File: config.mk
export PLATFORM = sky130hd
export DESIGN_NAME = mem_arbiter_flat
export DESIGN_NICKNAME = d
export VERILOG_FILES = /design/src/rtl/mem_arb_pkg.sv /design/src/rtl/mem_arbiter_if.sv /design/src/rtl/arb_rr2.sv /design/src/rtl/mem_arbiter.sv /design/src/flat_wrapper.sv
export SDC_FILE = /design/constraint.sdc
export NUM_CORES = 1
export LEC_CHECK = 0
export ABC_CLOCK_PERIOD_IN_PS = 3900
export CORE_UTILIZATION = 38
export CTS_CLUSTER_DIAMETER = 200
export DETAILED_ROUTE_END_ITERATION = 12
export HOLD_SLACK_MARGIN = 0.15
export PLACE_DENSITY = 0.77
export RECOVER_POWER = 25
export REMOVE_ABC_BUFFERS = 1
export SYNTH_ARGS = -nofsm -noshare
export SYNTH_HDL_FRONTEND = slang
export SYNTH_HIERARCHICAL = 1
export SYNTH_SLANG_ARGS = --single-unit
export TNS_END_PERCENT = 1
File: constraint.sdc
create_clock -name clk -period 3.9 [get_ports clk]
set_input_delay 0.39 -clock clk [delete_from_list [all_inputs] [get_ports clk]]
set_output_delay 0.39 -clock clk [all_outputs]
set_load 0.01 [all_outputs]
File: src/rtl/mem_arb_pkg.sv
// Shared types for the instruction/data memory arbiter.
// Transaction state, owner encoding and wait-counter width.
package mem_arb_pkg;

    typedef enum logic [1:0] {
        IDLE  = 2'd0,
        ISSUE = 2'd1,
        WAIT  = 2'd2,
        RESP  = 2'd3
    } state_e;

    typedef enum logic {
        OWN_I = 1'b0,
        OWN_D = 1'b1
    } owner_e;

    localparam int CNT_W  = 3;
    localparam int DATA_W = 32;
    localparam int BE_W   = 4;

    typedef logic [CNT_W-1:0] cnt_t;

endpackage

File: src/rtl/mem_arbiter_if.sv
// Fetch, writeback and memory-macro signals seen by the arbiter.
// Suffixes are from the arbiter's point of view; master is the requester/memory side.
interface mem_arbiter_if #(
    parameter int ADDR_W = 32
);
    import mem_arb_pkg::*;

    logic              imem_req_i;
    logic [ADDR_W-1:0] imem_addr_i;
    logic              imem_ready_o;
    logic [DATA_W-1:0] imem_rdata_o;
    logic              imem_valid_o;

    logic              dmem_req_i;
    logic              dmem_we_i;
    logic [ADDR_W-1:0] dmem_addr_i;
    logic [DATA_W-1:0] dmem_wdata_i;
    logic [BE_W-1:0]   dmem_be_i;
    logic              dmem_ready_o;
    logic [DATA_W-1:0] dmem_rdata_o;
    logic              dmem_valid_o;

    logic              mem_en_o;
    logic              mem_we_o;
    logic [ADDR_W-1:0] mem_addr_o;
    logic [DATA_W-1:0] mem_wdata_o;
    logic [BE_W-1:0]   mem_be_o;
    logic [DATA_W-1:0] mem_rdata_i;

    modport slave (
        input  imem_req_i, imem_addr_i,
        output imem_ready_o, imem_rdata_o, imem_valid_o,
        input  dmem_req_i, dmem_we_i, dmem_addr_i, dmem_wdata_i, dmem_be_i,
        output dmem_ready_o, dmem_rdata_o, dmem_valid_o,
        output mem_en_o, mem_we_o, mem_addr_o, mem_wdata_o, mem_be_o,
        input  mem_rdata_i
    );

    modport master (
        output imem_req_i, imem_addr_i,
        input  imem_ready_o, imem_rdata_o, imem_valid_o,
        output dmem_req_i, dmem_we_i, dmem_addr_i, dmem_wdata_i, dmem_be_i,
        input  dmem_ready_o, dmem_rdata_o, dmem_valid_o,
        input  mem_en_o, mem_we_o, mem_addr_o, mem_wdata_o, mem_be_o,
        output mem_rdata_i
    );

endinterface

File: src/rtl/arb_rr2.sv
// Two-requester grant: data wins unless it won last time and fetch is also asking.
// Combinational grant, last-winner register updates only on the advance strobe.
module arb_rr2
    import mem_arb_pkg::*;
(
    input  logic clk,
    input  logic reset,
    input  logic req_ins_i,
    input  logic req_dat_i,
    input  logic adv_i,
    output logic gnt_ins_o,
    output logic gnt_dat_o
);

    owner_e last_q;
    owner_e last_d;

    always_comb begin
        gnt_dat_o = req_dat_i & (~req_ins_i | (last_q == OWN_I));
        gnt_ins_o = req_ins_i & ~gnt_dat_o;
        last_d    = last_q;
        if (adv_i) begin
            last_d = gnt_dat_o ? OWN_D : OWN_I;
        end
    end

    // Reset to "fetch won last" so the first conflict goes to data.
    always_ff @(posedge clk or posedge reset) begin
        if (reset) begin
            last_q <= OWN_I;
        end else begin
            last_q <= last_d;
        end
    end

endmodule

File: src/rtl/mem_arbiter.sv
// Shares one single-port memory between fetch and writeback, one transaction at a time.
// Read: ISSUE, LATENCY wait cycles, one-cycle valid; write: ISSUE then valid; ready only in IDLE.
module mem_arbiter
    import mem_arb_pkg::*;
#(
    parameter int LATENCY = 2,
    parameter int ADDR_W  = 32
) (
    input  logic         clk,
    input  logic         reset,
    mem_arbiter_if.slave bus
);

    state_e            state_q,  state_d;
    cnt_t              cnt_q,    cnt_d;
    owner_e            owner_q,  owner_d;
    logic [ADDR_W-1:0] addr_q,   addr_d;
    logic              we_q,     we_d;
    logic [DATA_W-1:0] wdata_q,  wdata_d;
    logic [BE_W-1:0]   be_q,     be_d;
    logic [DATA_W-1:0] irdata_q, irdata_d;
    logic [DATA_W-1:0] drdata_q, drdata_d;

    logic gnt_ins;
    logic gnt_dat;
    logic is_idle;
    logic is_issue;
    logic is_resp;
    logic accept;

    assign is_idle  = (state_q == IDLE);
    assign is_issue = (state_q == ISSUE);
    assign is_resp  = (state_q == RESP);
    assign accept   = is_idle & (gnt_ins | gnt_dat);

    arb_rr2 u_arb (
        .clk       (clk),
        .reset     (reset),
        .req_ins_i (bus.imem_req_i),
        .req_dat_i (bus.dmem_req_i),
        .adv_i     (accept),
        .gnt_ins_o (gnt_ins),
        .gnt_dat_o (gnt_dat)
    );

    always_ff @(posedge clk or posedge reset) begin
        if (reset) begin
            state_q  <= IDLE;
            cnt_q    <= '0;
            owner_q  <= OWN_I;
            addr_q   <= '0;
            we_q     <= 1'b0;
            wdata_q  <= '0;
            be_q     <= '0;
            irdata_q <= '0;
            drdata_q <= '0;
        end else begin
            state_q  <= state_d;
            cnt_q    <= cnt_d;
            owner_q  <= owner_d;
            addr_q   <= addr_d;
            we_q     <= we_d;
            wdata_q  <= wdata_d;
            be_q     <= be_d;
            irdata_q <= irdata_d;
            drdata_q <= drdata_d;
        end
    end

    always_comb begin
        state_d  = state_q;
        cnt_d    = cnt_q;
        owner_d  = owner_q;
        addr_d   = addr_q;
        we_d     = we_q;
        wdata_d  = wdata_q;
        be_d     = be_q;
        irdata_d = irdata_q;
        drdata_d = drdata_q;

        case (state_q)
            IDLE: begin
                if (accept) begin
                    owner_d = gnt_dat ? OWN_D : OWN_I;
                    addr_d  = gnt_dat ? bus.dmem_addr_i : bus.imem_addr_i;
                    // Fetch is read-only, so its write fields are forced to zero.
                    we_d    = gnt_dat & bus.dmem_we_i;
                    wdata_d = gnt_dat ? bus.dmem_wdata_i : '0;
                    be_d    = gnt_dat ? bus.dmem_be_i : '0;
                    state_d = ISSUE;
                end
            end
            ISSUE: begin
                if (we_q) begin
                    state_d = RESP;
                end else begin
                    cnt_d   = CNT_W'(LATENCY);
                    state_d = WAIT;
                end
            end
            WAIT: begin
                cnt_d = cnt_q - cnt_t'(1);
                if (cnt_q == cnt_t'(1)) begin
                    if (owner_q == OWN_D) begin
                        drdata_d = bus.mem_rdata_i;
                    end else begin
                        irdata_d = bus.mem_rdata_i;
                    end
                    state_d = RESP;
                end
            end
            RESP: begin
                state_d = IDLE;
            end
            default: begin
                state_d = IDLE;
            end
        endcase
    end

    assign bus.imem_ready_o = is_idle & gnt_ins;
    assign bus.dmem_ready_o = is_idle & gnt_dat;
    assign bus.imem_valid_o = is_resp & (owner_q == OWN_I);
    assign bus.dmem_valid_o = is_resp & (owner_q == OWN_D);
    assign bus.imem_rdata_o = irdata_q;
    assign bus.dmem_rdata_o = drdata_q;

    // Memory buses are driven only in the ISSUE cycle and idle at zero otherwise.
    assign bus.mem_en_o    = is_issue;
    assign bus.mem_we_o    = is_issue & we_q;
    assign bus.mem_addr_o  = is_issue ? addr_q  : '0;
    assign bus.mem_wdata_o = is_issue ? wdata_q : '0;
    assign bus.mem_be_o    = is_issue ? be_q    : '0;

endmodule

File: src/flat_wrapper.sv
// flat-port wrapper written by rule: the top's interface ports become plain ports
module mem_arbiter_flat import mem_arb_pkg::*;
#(
    parameter int LATENCY = 2,
    parameter int ADDR_W  = 32
)
  (clk, reset, bus_imem_req_i, bus_imem_addr_i, bus_imem_ready_o, bus_imem_rdata_o, bus_imem_valid_o, bus_dmem_req_i, bus_dmem_we_i, bus_dmem_addr_i, bus_dmem_wdata_i, bus_dmem_be_i, bus_dmem_ready_o, bus_dmem_rdata_o, bus_dmem_valid_o, bus_mem_en_o, bus_mem_we_o, bus_mem_addr_o, bus_mem_wdata_o, bus_mem_be_o, bus_mem_rdata_i);
  mem_arbiter_if #(.ADDR_W(ADDR_W)) bus_i ();
  input  logic clk;
  input  logic reset;
  input wire logic [$bits(bus_i.imem_req_i)-1:0] bus_imem_req_i;
  input wire logic [$bits(bus_i.imem_addr_i)-1:0] bus_imem_addr_i;
  output wire logic [$bits(bus_i.imem_ready_o)-1:0] bus_imem_ready_o;
  output wire logic [$bits(bus_i.imem_rdata_o)-1:0] bus_imem_rdata_o;
  output wire logic [$bits(bus_i.imem_valid_o)-1:0] bus_imem_valid_o;
  input wire logic [$bits(bus_i.dmem_req_i)-1:0] bus_dmem_req_i;
  input wire logic [$bits(bus_i.dmem_we_i)-1:0] bus_dmem_we_i;
  input wire logic [$bits(bus_i.dmem_addr_i)-1:0] bus_dmem_addr_i;
  input wire logic [$bits(bus_i.dmem_wdata_i)-1:0] bus_dmem_wdata_i;
  input wire logic [$bits(bus_i.dmem_be_i)-1:0] bus_dmem_be_i;
  output wire logic [$bits(bus_i.dmem_ready_o)-1:0] bus_dmem_ready_o;
  output wire logic [$bits(bus_i.dmem_rdata_o)-1:0] bus_dmem_rdata_o;
  output wire logic [$bits(bus_i.dmem_valid_o)-1:0] bus_dmem_valid_o;
  output wire logic [$bits(bus_i.mem_en_o)-1:0] bus_mem_en_o;
  output wire logic [$bits(bus_i.mem_we_o)-1:0] bus_mem_we_o;
  output wire logic [$bits(bus_i.mem_addr_o)-1:0] bus_mem_addr_o;
  output wire logic [$bits(bus_i.mem_wdata_o)-1:0] bus_mem_wdata_o;
  output wire logic [$bits(bus_i.mem_be_o)-1:0] bus_mem_be_o;
  input wire logic [$bits(bus_i.mem_rdata_i)-1:0] bus_mem_rdata_i;
  assign bus_i.imem_req_i = bus_imem_req_i;
  assign bus_i.imem_addr_i = bus_imem_addr_i;
  assign bus_imem_ready_o = bus_i.imem_ready_o;
  assign bus_imem_rdata_o = bus_i.imem_rdata_o;
  assign bus_imem_valid_o = bus_i.imem_valid_o;
  assign bus_i.dmem_req_i = bus_dmem_req_i;
  assign bus_i.dmem_we_i = bus_dmem_we_i;
  assign bus_i.dmem_addr_i = bus_dmem_addr_i;
  assign bus_i.dmem_wdata_i = bus_dmem_wdata_i;
  assign bus_i.dmem_be_i = bus_dmem_be_i;
  assign bus_dmem_ready_o = bus_i.dmem_ready_o;
  assign bus_dmem_rdata_o = bus_i.dmem_rdata_o;
  assign bus_dmem_valid_o = bus_i.dmem_valid_o;
  assign bus_mem_en_o = bus_i.mem_en_o;
  assign bus_mem_we_o = bus_i.mem_we_o;
  assign bus_mem_addr_o = bus_i.mem_addr_o;
  assign bus_mem_wdata_o = bus_i.mem_wdata_o;
  assign bus_mem_be_o = bus_i.mem_be_o;
  assign bus_i.mem_rdata_i = bus_mem_rdata_i;
  mem_arbiter #(.LATENCY(LATENCY), .ADDR_W(ADDR_W)) u_core (.clk(clk), .reset(reset), .bus(bus_i));
endmodule
After elaboration in Yosys (flattened, before gate mapping)
Index checks and enable logic that the tools add are counted.
- word-level logic and storage cells: 53
- register bits: 140
- mux-type cells: 13
- $add $sub $neg: 1
- bitwise operators: 15
- equal/unequal tests: 7
- reduce and logical (&&, ||, !) cells: 7
- operators by type and width (cell ; count):
    32-bit 2-to-1 mux ; 4
    1-bit bitwise AND ; 9
    4-bit 2-to-1 mux ; 2
    2-bit case mux with 4 select lines ; 1
    3-bit case mux with 2 select lines ; 1
    2-bit AND reduction ; 3
    3-bit AND reduction ; 2
    2-bit == test, second input constant ; 2
    2-bit 2-to-1 mux ; 2
    2-bit inequality test, second input constant ; 2
    1-bit inverter ; 4
    3-bit by 1-bit == test with 1-bit output, second input constant ; 1
    3-bit 2-to-1 mux ; 1
    3-bit by 1-bit subtractor with 3-bit output, second input constant ; 1
    2-bit by 1-bit == test with 1-bit output, second input constant ; 1
    2-bit zero test ; 1
    1-bit 2-to-1 mux ; 2
    2-bit by 1-bit inequality test with 1-bit output, second input constant ; 1
    1-bit bitwise OR ; 2
    2-bit nonzero test ; 1

Longest topological paths before layout
Gate-level depths: netlist of run 1.
- depth after elaboration: 9
- depth in mapped cells: 7
- gate-level depth less buffers: 6

Modules after synthesis
The synthesis of run 1 kept the hierarchy.
- modules (own cells, without submodules) (module ; cells each ; times used ; sequential area each (um2) ; area each (um2)):
    mem_arbiter ; 480 ; 1 ; 3478.3 ; 6028.3
    arb_rr2 ; 6 ; 1 ; 25.0 ; 66.3

Worst setup path after synthesis of run 1
OpenSTA, ideal clock, no wires.
- kind: register to output
- start point: register u_core.state_q[1]
- end point: output port bus_mem_addr_o[0]
- slack: 2177 ps
- data arrival time: 1333 ps
- data required time: 3510 ps
- path buffers: 2
- cell stages (with the launch flop): 6
- cell sequence: dfrtp_1 inv_1 ha_1 clkbuf_1 clkbuf_1 and2_1
- longest elaborated chain between the ends: 2
- ends and longest elaborated chain (element ; RTL line ; RTL):
    from (decl) ; mem_arbiter.sv:14 ; state_e state_q, state_d;
    from (signal assigned) ; mem_arbiter.sv:58 ; state_q <= state_d;
    2-bit by 1-bit == test with 1-bit output ; mem_arbiter.sv:32 ; assign is_issue = (state_q == ISSUE);
    via bus_mem_en_o ; flat_wrapper.sv:24 ; output wire logic [$bits(bus_i.mem_en_o)-1:0] bus_mem_en_o;
    32-bit 2-to-1 mux ; mem_arbiter.sv:131 ; assign bus.mem_addr_o = is_issue ? addr_q : '0;
    to (decl) ; flat_wrapper.sv:26 ; output wire logic [$bits(bus_i.mem_addr_o)-1:0] bus_mem_addr_o;
The timed path passes the listed nets, and every way through them passes these cells.

Final worst setup path of run 1
- start point: register u_core.state_q[1]
- end point: output port bus_mem_addr_o[6]
- longest elaborated chain between the ends: 2
- ends and longest elaborated chain (element ; RTL line):
    2-bit by 1-bit == test with 1-bit output ; mem_arbiter.sv:32
    32-bit 2-to-1 mux ; mem_arbiter.sv:131
No other way between the ends.

==> impl_results.md, run 1 <==
- Clock Skew: 0.01025 ns
- Worst r2r dst: u_core/bus.imem_rdata_o[28]$_DFFE_PP0P_
- Status: complete, but fails checks
- Max Slew Vio Count: 80
- Pleak: between 0.004 and 0.005 uW
- Layout cells sized above 1: 0.1451
- Final Hold Viols: 0
- NumNets Final: ~900
- FF-to-FF setup slack: between 1.5 and 2 ns
- Detailed-route wire length per cell: 16.30 um
- Final Cell Area: 0.009624 mm^2
- Count leader, synth: dfrtp_1
- Detailed-route via count: approximately 4700
- CTS root buf: clkbuf_16
- CTS tree: yes
- Global-route wire length before repair: 24240 um
- IO Port Bufs: roughly 270
- WL met2: between 7000 and 8000 um
- Critical path class: reg -> out
- Unrepaired setup endpoints after global routing: no
- Worst-path fanout max: 39
- Die height: between 100 and 150 um
- Die Area: between 0.015 and 0.02 mm^2
- Worst setup path end: bus_mem_addr_o[6]
- H-tree Lvls: 4
- Max Cap Viol: 1
- GRT Residual Overflow: 0
- Post-CTS sizing: 0
- Initial Util: 0.3951
- Initial antenna violation count: 0
- Largest area contributor in the netlist: dfrtp_1
- DIE WIDTH: about 130 um
- Ant diodes: 0
- Startpoint Class: register
- CTS clk-pin slew, worst paths: 0.06 ns
- Ranking of synthesized cells by area: dfrtp_1, mux2_2, and2_1
- Pre-Repair DR Iteration Count: 4
- Warnings from Yosys: 6
- Post-synth EDFFs: 0
- Placement-stage cell area: about 0.009 mm^2
- Final Cycle Share: 0.7845
- Violated checks: capacitance limit, slew limit
- Critical R2R Launch: u_core/state_q[0]$_DFFE_PP0P_
- Post CTS Setup Buffer Count: 0
- Placer congestion estimate: 0.7946
- Main synth FF type: dfrtp_1
- Maximum clock path buffer count: 2
- Async SR Flop Fraction: 1.000
- Syn Area/Cell: roughly 13 um^2
- PwrDens: 719.9 mW/mm^2
- Slew margin rel.: -0.1265
- Row count: 45
- Setup TNS: 0 ns
- DP HPWL: 11780 um
- Metal1 wirelength: about 6300 um
- Critical path arrival: between 2 and 3 ns
- Number of global-route vias before repair: around 4800
- Synth top area share: 0.5748
- Beginning of the critical path: u_core/state_q[1]$_DFFE_PP0P_
- Hold Crit Class: in -> async
- Clk sink count: 140
- Final Routed Wirelength: ~16000 um
- Seq cells post-synth: 140
- Post-DR vias/cell: about 4.8
- DR top layer: met4
- CTS buffer count: 17
- Final setup vio count: 0
- DRC viols: 0
- Initial DRC Count: 174
- Worst Tran Pin Value: roughly 1.7 ns
- Core Box Area: 0.01543 mm^2
- Commonest cells post-synth: dfrtp_1, and2_1, mux2_2
- Mapped Cells: 486
- Worst vdd ir: 0.2965 mV
- CP Capture Type: output pin
- Max Freq: 326.9 MHz
- Req. time, crit path: 3.51 ns
- Largest net degree at the start of global routing: around 100
- Routed met3 length: 1532 um
- Area growth from synthesis to layout: 57.91%
- Clock Latency Late Sink: about 0.41 ns
- I/O pin count: roughly 280
- Post-synth cell types: 29
- Antenna Violating Nets Remaining: 0
- CTS Hold Bufs: 0
- Mapped Area: around 0.0061 mm^2
- Tmin final: around 3.1 ns
- GRT Util Overall: 0.1941
- Sequential area share after synthesis: 0.5748
- Path depth of the worst reg2reg path: 5
-- metrics by stage --
step | hold WS [ns] | instances | utilization | worst slack, ns | power (uW)
after floorplan | 0.1187 | 452 | - | -0.8776 | 3830
after detailed placement | 0.4621 | 944 | 0.5854 | 1.232 | 5382
final | 0.3282 | 976 | 0.6238 | 0.8406 | 6929
after CTS | 0.2219 | 976 | 0.6239 | 0.7687 | 7011
after global placement | 0.4592 | 944 | 0.5854 | 1.360 | 5270
after global routing | 0.3106 | 976 | 0.6238 | 0.6687 | 7343
-- power by group --
group          total, uW  internal [uW]  switching, uW
logic               2820           1640           1170
clock network       1600            981            616
registers           2510           2120            391
-- cell families (layout without fill, tap and decap cells) --
family | count (synthesis) | after routing | synth area share
adders and majority gates | 6 | 6 | 0.01232
DFF | 140 | 140 | 0.5748
buffers and inverters | 44 | 323 | 0.03469
muxes | 98 | 98 | 0.1751
AOI/OAI and AO/OA | 83 | 83 | 0.09608
and+or+nand+nor | 115 | 115 | 0.1070
-- layout by cell type, fill, tap and decap left out, types with 2 or more instances in the layout --
| cell | instances |
|---|---|
| dfrtp_1 | 140 |
| ha_1 | 5 |
| buf_4 | 5 |
| o21ai_0 | 35 |
| clkdlybuf4s50_1 | 273 |
| clkbuf_16 | 17 |
| mux2i_1 | 32 |
| clkinvlp_4 | 3 |
| bufinv_16 | 2 |
| clkbuf_8 | 2 |
| nand2_1 | 35 |
| buf_12 | 2 |
| inv_1 | 9 |
| a22o_1 | 38 |
| clkinv_2 | 2 |
| and2_1 | 71 |
| mux2_2 | 65 |
| clkinv_4 | 4 |
| nor2_1 | 4 |
| inv_6 | 2 |
-- routing by layer --
layer	up-vias	global-route usage
li1	2214	-
met1	2233	0.2158
met2	214	0.3326
met3	17	0.07942
met4	0	0.07336
met5	-	0
-- worst min-delay path by stage --
stage                                        startpoint                         endpoint  slack [ns]  cells past startpoint
after floorplan                                   reset  u_core/u_arb/last_q$_DFFE_PP0P_        0.12                      1
after global placement    u_core/addr_q[23]$_DFFE_PP0P_    u_core/addr_q[23]$_DFFE_PP0P_        0.46                      2
after detailed placement  u_core/addr_q[23]$_DFFE_PP0P_    u_core/addr_q[23]$_DFFE_PP0P_        0.46                      2
after CTS                                         reset  u_core/u_arb/last_q$_DFFE_PP0P_        0.22                      2
after global routing                              reset  u_core/u_arb/last_q$_DFFE_PP0P_        0.31                      2
final                                             reset  u_core/u_arb/last_q$_DFFE_PP0P_        0.33                      2
-- area by class of cell --
cell class	count	area [um^2]
clock inverters	12	137.6
multi-input cells	302	2401
repair buffers	281	2820
fillers	1234	5803
well taps	211	264.0
clock buffers	20	456.7
inverters	10	41.29
flip-flops and latches	140	3503
-- flip-flops by register name (all words and copies together), names as in the netlist, 2 cells and up --
| register | cells |
|---|---|
| u_core/state_q | 2 |
| u_core/be_q | 4 |
| u_core/addr_q | 32 |
| u_core/bus.dmem_rdata_o | 32 |
| u_core/cnt_q | 3 |
| u_core/wdata_q | 32 |
| u_core/bus.imem_rdata_o | 32 |
-- critical path, stage by stage, from the launching register on --
cell and delay (ns):
dfrtp_1 0.42, inv_1 0.11, ha_2 0.59, buf_4 0.39, and2_1 0.18, clkdlybuf4s50_1 0.55
No activity file was read; power rests on OpenSTA's default activity.
==> inputs of run 2 (changes only) <==
- ABC_CLOCK_PERIOD_IN_PS: 3900 -> 3000
- CORE_UTILIZATION: 38 -> 42
- PLACE_DENSITY: 0.77 -> 0.81
- clock period: 3.9 -> 3 ns (I/O delays scaled with it)
==> run 2 against run 1 <==
  * The run now ends clean
  * Clock skew shrank 0.0032 ns
  * Count of clock-buffer cells in the layout shrank 2
  * Combinational power grew 27%
  * Cell area grew 0.51%
  * Critical path depth shrank 1
  * Total power grew 32%
  * Die area shrank 9.4%
  * Register-to-register slack lost 1.4 ns
  * Setup slack lost 0.47 ns
  * Sequential power grew 29%
  * Sequential cell count is the same
  * Via count grew 1.5%
  * Critical path type is now reg -> reg
==> impl_results.md, run 2 (same netlist as run 1, synthesis figures left out) <==
- Status: completed
- CTS tree: yes
- Post-CTS sizing: 0
- Worst path max stage delay: approximately 0.94 ns
- NumNets Final: 900
- DIE WIDTH: around 120 um
- Initial DRC Count: roughly 160
- Detailed-route via count: between 4000 and 5000
- DP HPWL: ~12000 um
- Post CTS Setup Buffer Count: 0
- Global-route wire length before repair: roughly 25000 um
- CP cell instances: inv_1, ha_1, nand4b_2, mux2_2
- Ant diodes: 0
- Number of buffers and inverters on the critical path: 1
- PwrDens: 943.1 mW/mm^2
- Worst Tran Pin Value: 1.126 ns
- Worst vdd ir: 0.4436 mV
- Max Freq: 380.1 MHz
- Area growth from synthesis to layout: 58.71%
- Antenna Violating Nets Remaining: 0
- Die Area: 0.01500 mm^2
- CTS Hold Bufs: 1
- Max Cap Viol: 0
- Initial antenna violation count: 0
- Max Slew Vio Count: 0
- I/O pin count: about 280
- Clock Skew: 0.007080 ns
- CTS buffer count: 17
- Tmin final: between 2 and 3 ns
- Slew margin rel.: 0.2477
- GRT Residual Overflow: 0
- Startpoint Class: register
- Maximum clock path buffer count: 2
- Pleak: 0.004345 uW
- Initial Util: 0.4340
- DRC viols: 0
- Hold Crit Class: reg -> reg
- Placer congestion estimate: 0.8025
- Setup slack after layout: 0.3688 ns
- Clk sink count: 140
- Pre-CTS WS: around 0.36 ns
- Pre-Repair DR Iteration Count: 4
- Unrepaired setup endpoints after global routing: no
- CP max-delay cell: nand4b_2
- Largest net degree at the start of global routing: 63
- Final Cycle Share: 0.8771
- CTS clk-pin slew, worst paths: approximately 0.06 ns
- Final Routed Wirelength: about 16000 um
- Req. time, crit path: approximately 3.3 ns
- Final setup vio count: 0
- CP Capture Type: register
- Design Power: a little over 9000 uW
- Commonest non-fill, non-tap cells in the layout: clkdlybuf4s50_1, dfrtp_1, and2_1, mux2_2, dlygate4sd3_1
- Layout cells sized above 1: 0.1495
- Critical path arrival: about 2.9 ns
- Final core utilization: 0.6889
- H-tree Lvls: 4
- Final Hold Viols: 0
- Post-DR vias/cell: between 5 and 6
- Die height: 122.5 um
- GRT Util Overall: 0.2208
- IO Port Bufs: 274
- Worst-path fanout max: 32
- Final hold slack: 0.4686 ns
- Critical path class: reg -> reg
- Core Box Area: 0.01404 mm^2
- Detailed-route wire length per cell: 17.23 um
- Commonest non-fill, non-tap cell in the layout: clkdlybuf4s50_1
- Worst path top cell family by delay: simple AND/OR/NAND/NOR gates
- Number of global-route vias before repair: roughly 4800
- Row count: between 40 and 50
- Clock Latency Late Sink: roughly 0.41 ns
- CTS root buf: clkbuf_16
-- run 2: area by class of cell --
type / instances / area [um^2]
sequential: 140 / 3503
inverter: 10 / 41.29
clock inverter: 13 / 215.2
fill: 1008 / 4369
multi-input combinational: 302 / 2401
tap: 180 / 225.2
clock buffer: 18 / 439.2
timing repair buffer: 286 / 2848
-- run 2: path summary, 6_finish.rpt --
| path | depth (start not counted) | slack, ns | endpoint | start |
|---|---|---|---|---|
| worst max-delay path | 4 | 0.37 | u_core/bus.dmem_rdata_o[19]$_DFFE_PP0P_ | u_core/state_q[0]$_DFFE_PP0P_ |
| worst min-delay path | 2 | 0.47 | u_core/addr_q[8]$_DFFE_PP0P_ | u_core/addr_q[8]$_DFFE_PP0P_ |
| worst max register to register | 4 | 0.37 | u_core/bus.dmem_rdata_o[19]$_DFFE_PP0P_ | u_core/state_q[0]$_DFFE_PP0P_ |
| worst min register to register | 2 | 0.47 | u_core/addr_q[8]$_DFFE_PP0P_ | u_core/addr_q[8]$_DFFE_PP0P_ |
| max in group asynchronous | 4 | 0.88 | u_core/wdata_q[27]$_DFFE_PP0P_ | reset |
| min in group asynchronous | 3 | 0.80 | u_core/u_arb/last_q$_DFFE_PP0P_ | reset |
-- run 2: per-stage QoR --
step                      cells  instance area, um^2  setup TNS, ns
after detailed placement    917                 9010              0
final                       949                 9673              0
after global placement      917                 9010              0
after floorplan             452                 5921        -252.15
after CTS                   949                 9674              0
after global routing        949                 9673              0
-- run 2: layer usage --
layer  wire length, um  up-vias  global-route usage
met2              8377      210              0.3904
met1              6554     2308              0.2549
met5                 0        -                   0
li1                  -     2212                   -
met3              1218       17             0.06459
met4               201        0             0.07165
-- run 2: report_power, final --
group,internal (uW),leakage (uW),total [uW],switching (uW)
Combinational,2020,0.00229,3580,1560
Clock,1500,0.000311,2310,807
Sequential,2760,0.00175,3230,477
-- run 2: tightest hold or removal path, stage by stage, from the launching register on --
cell     delay (ns)
dfrtp_1        0.33
nand2_1        0.04
o21ai_0        0.06
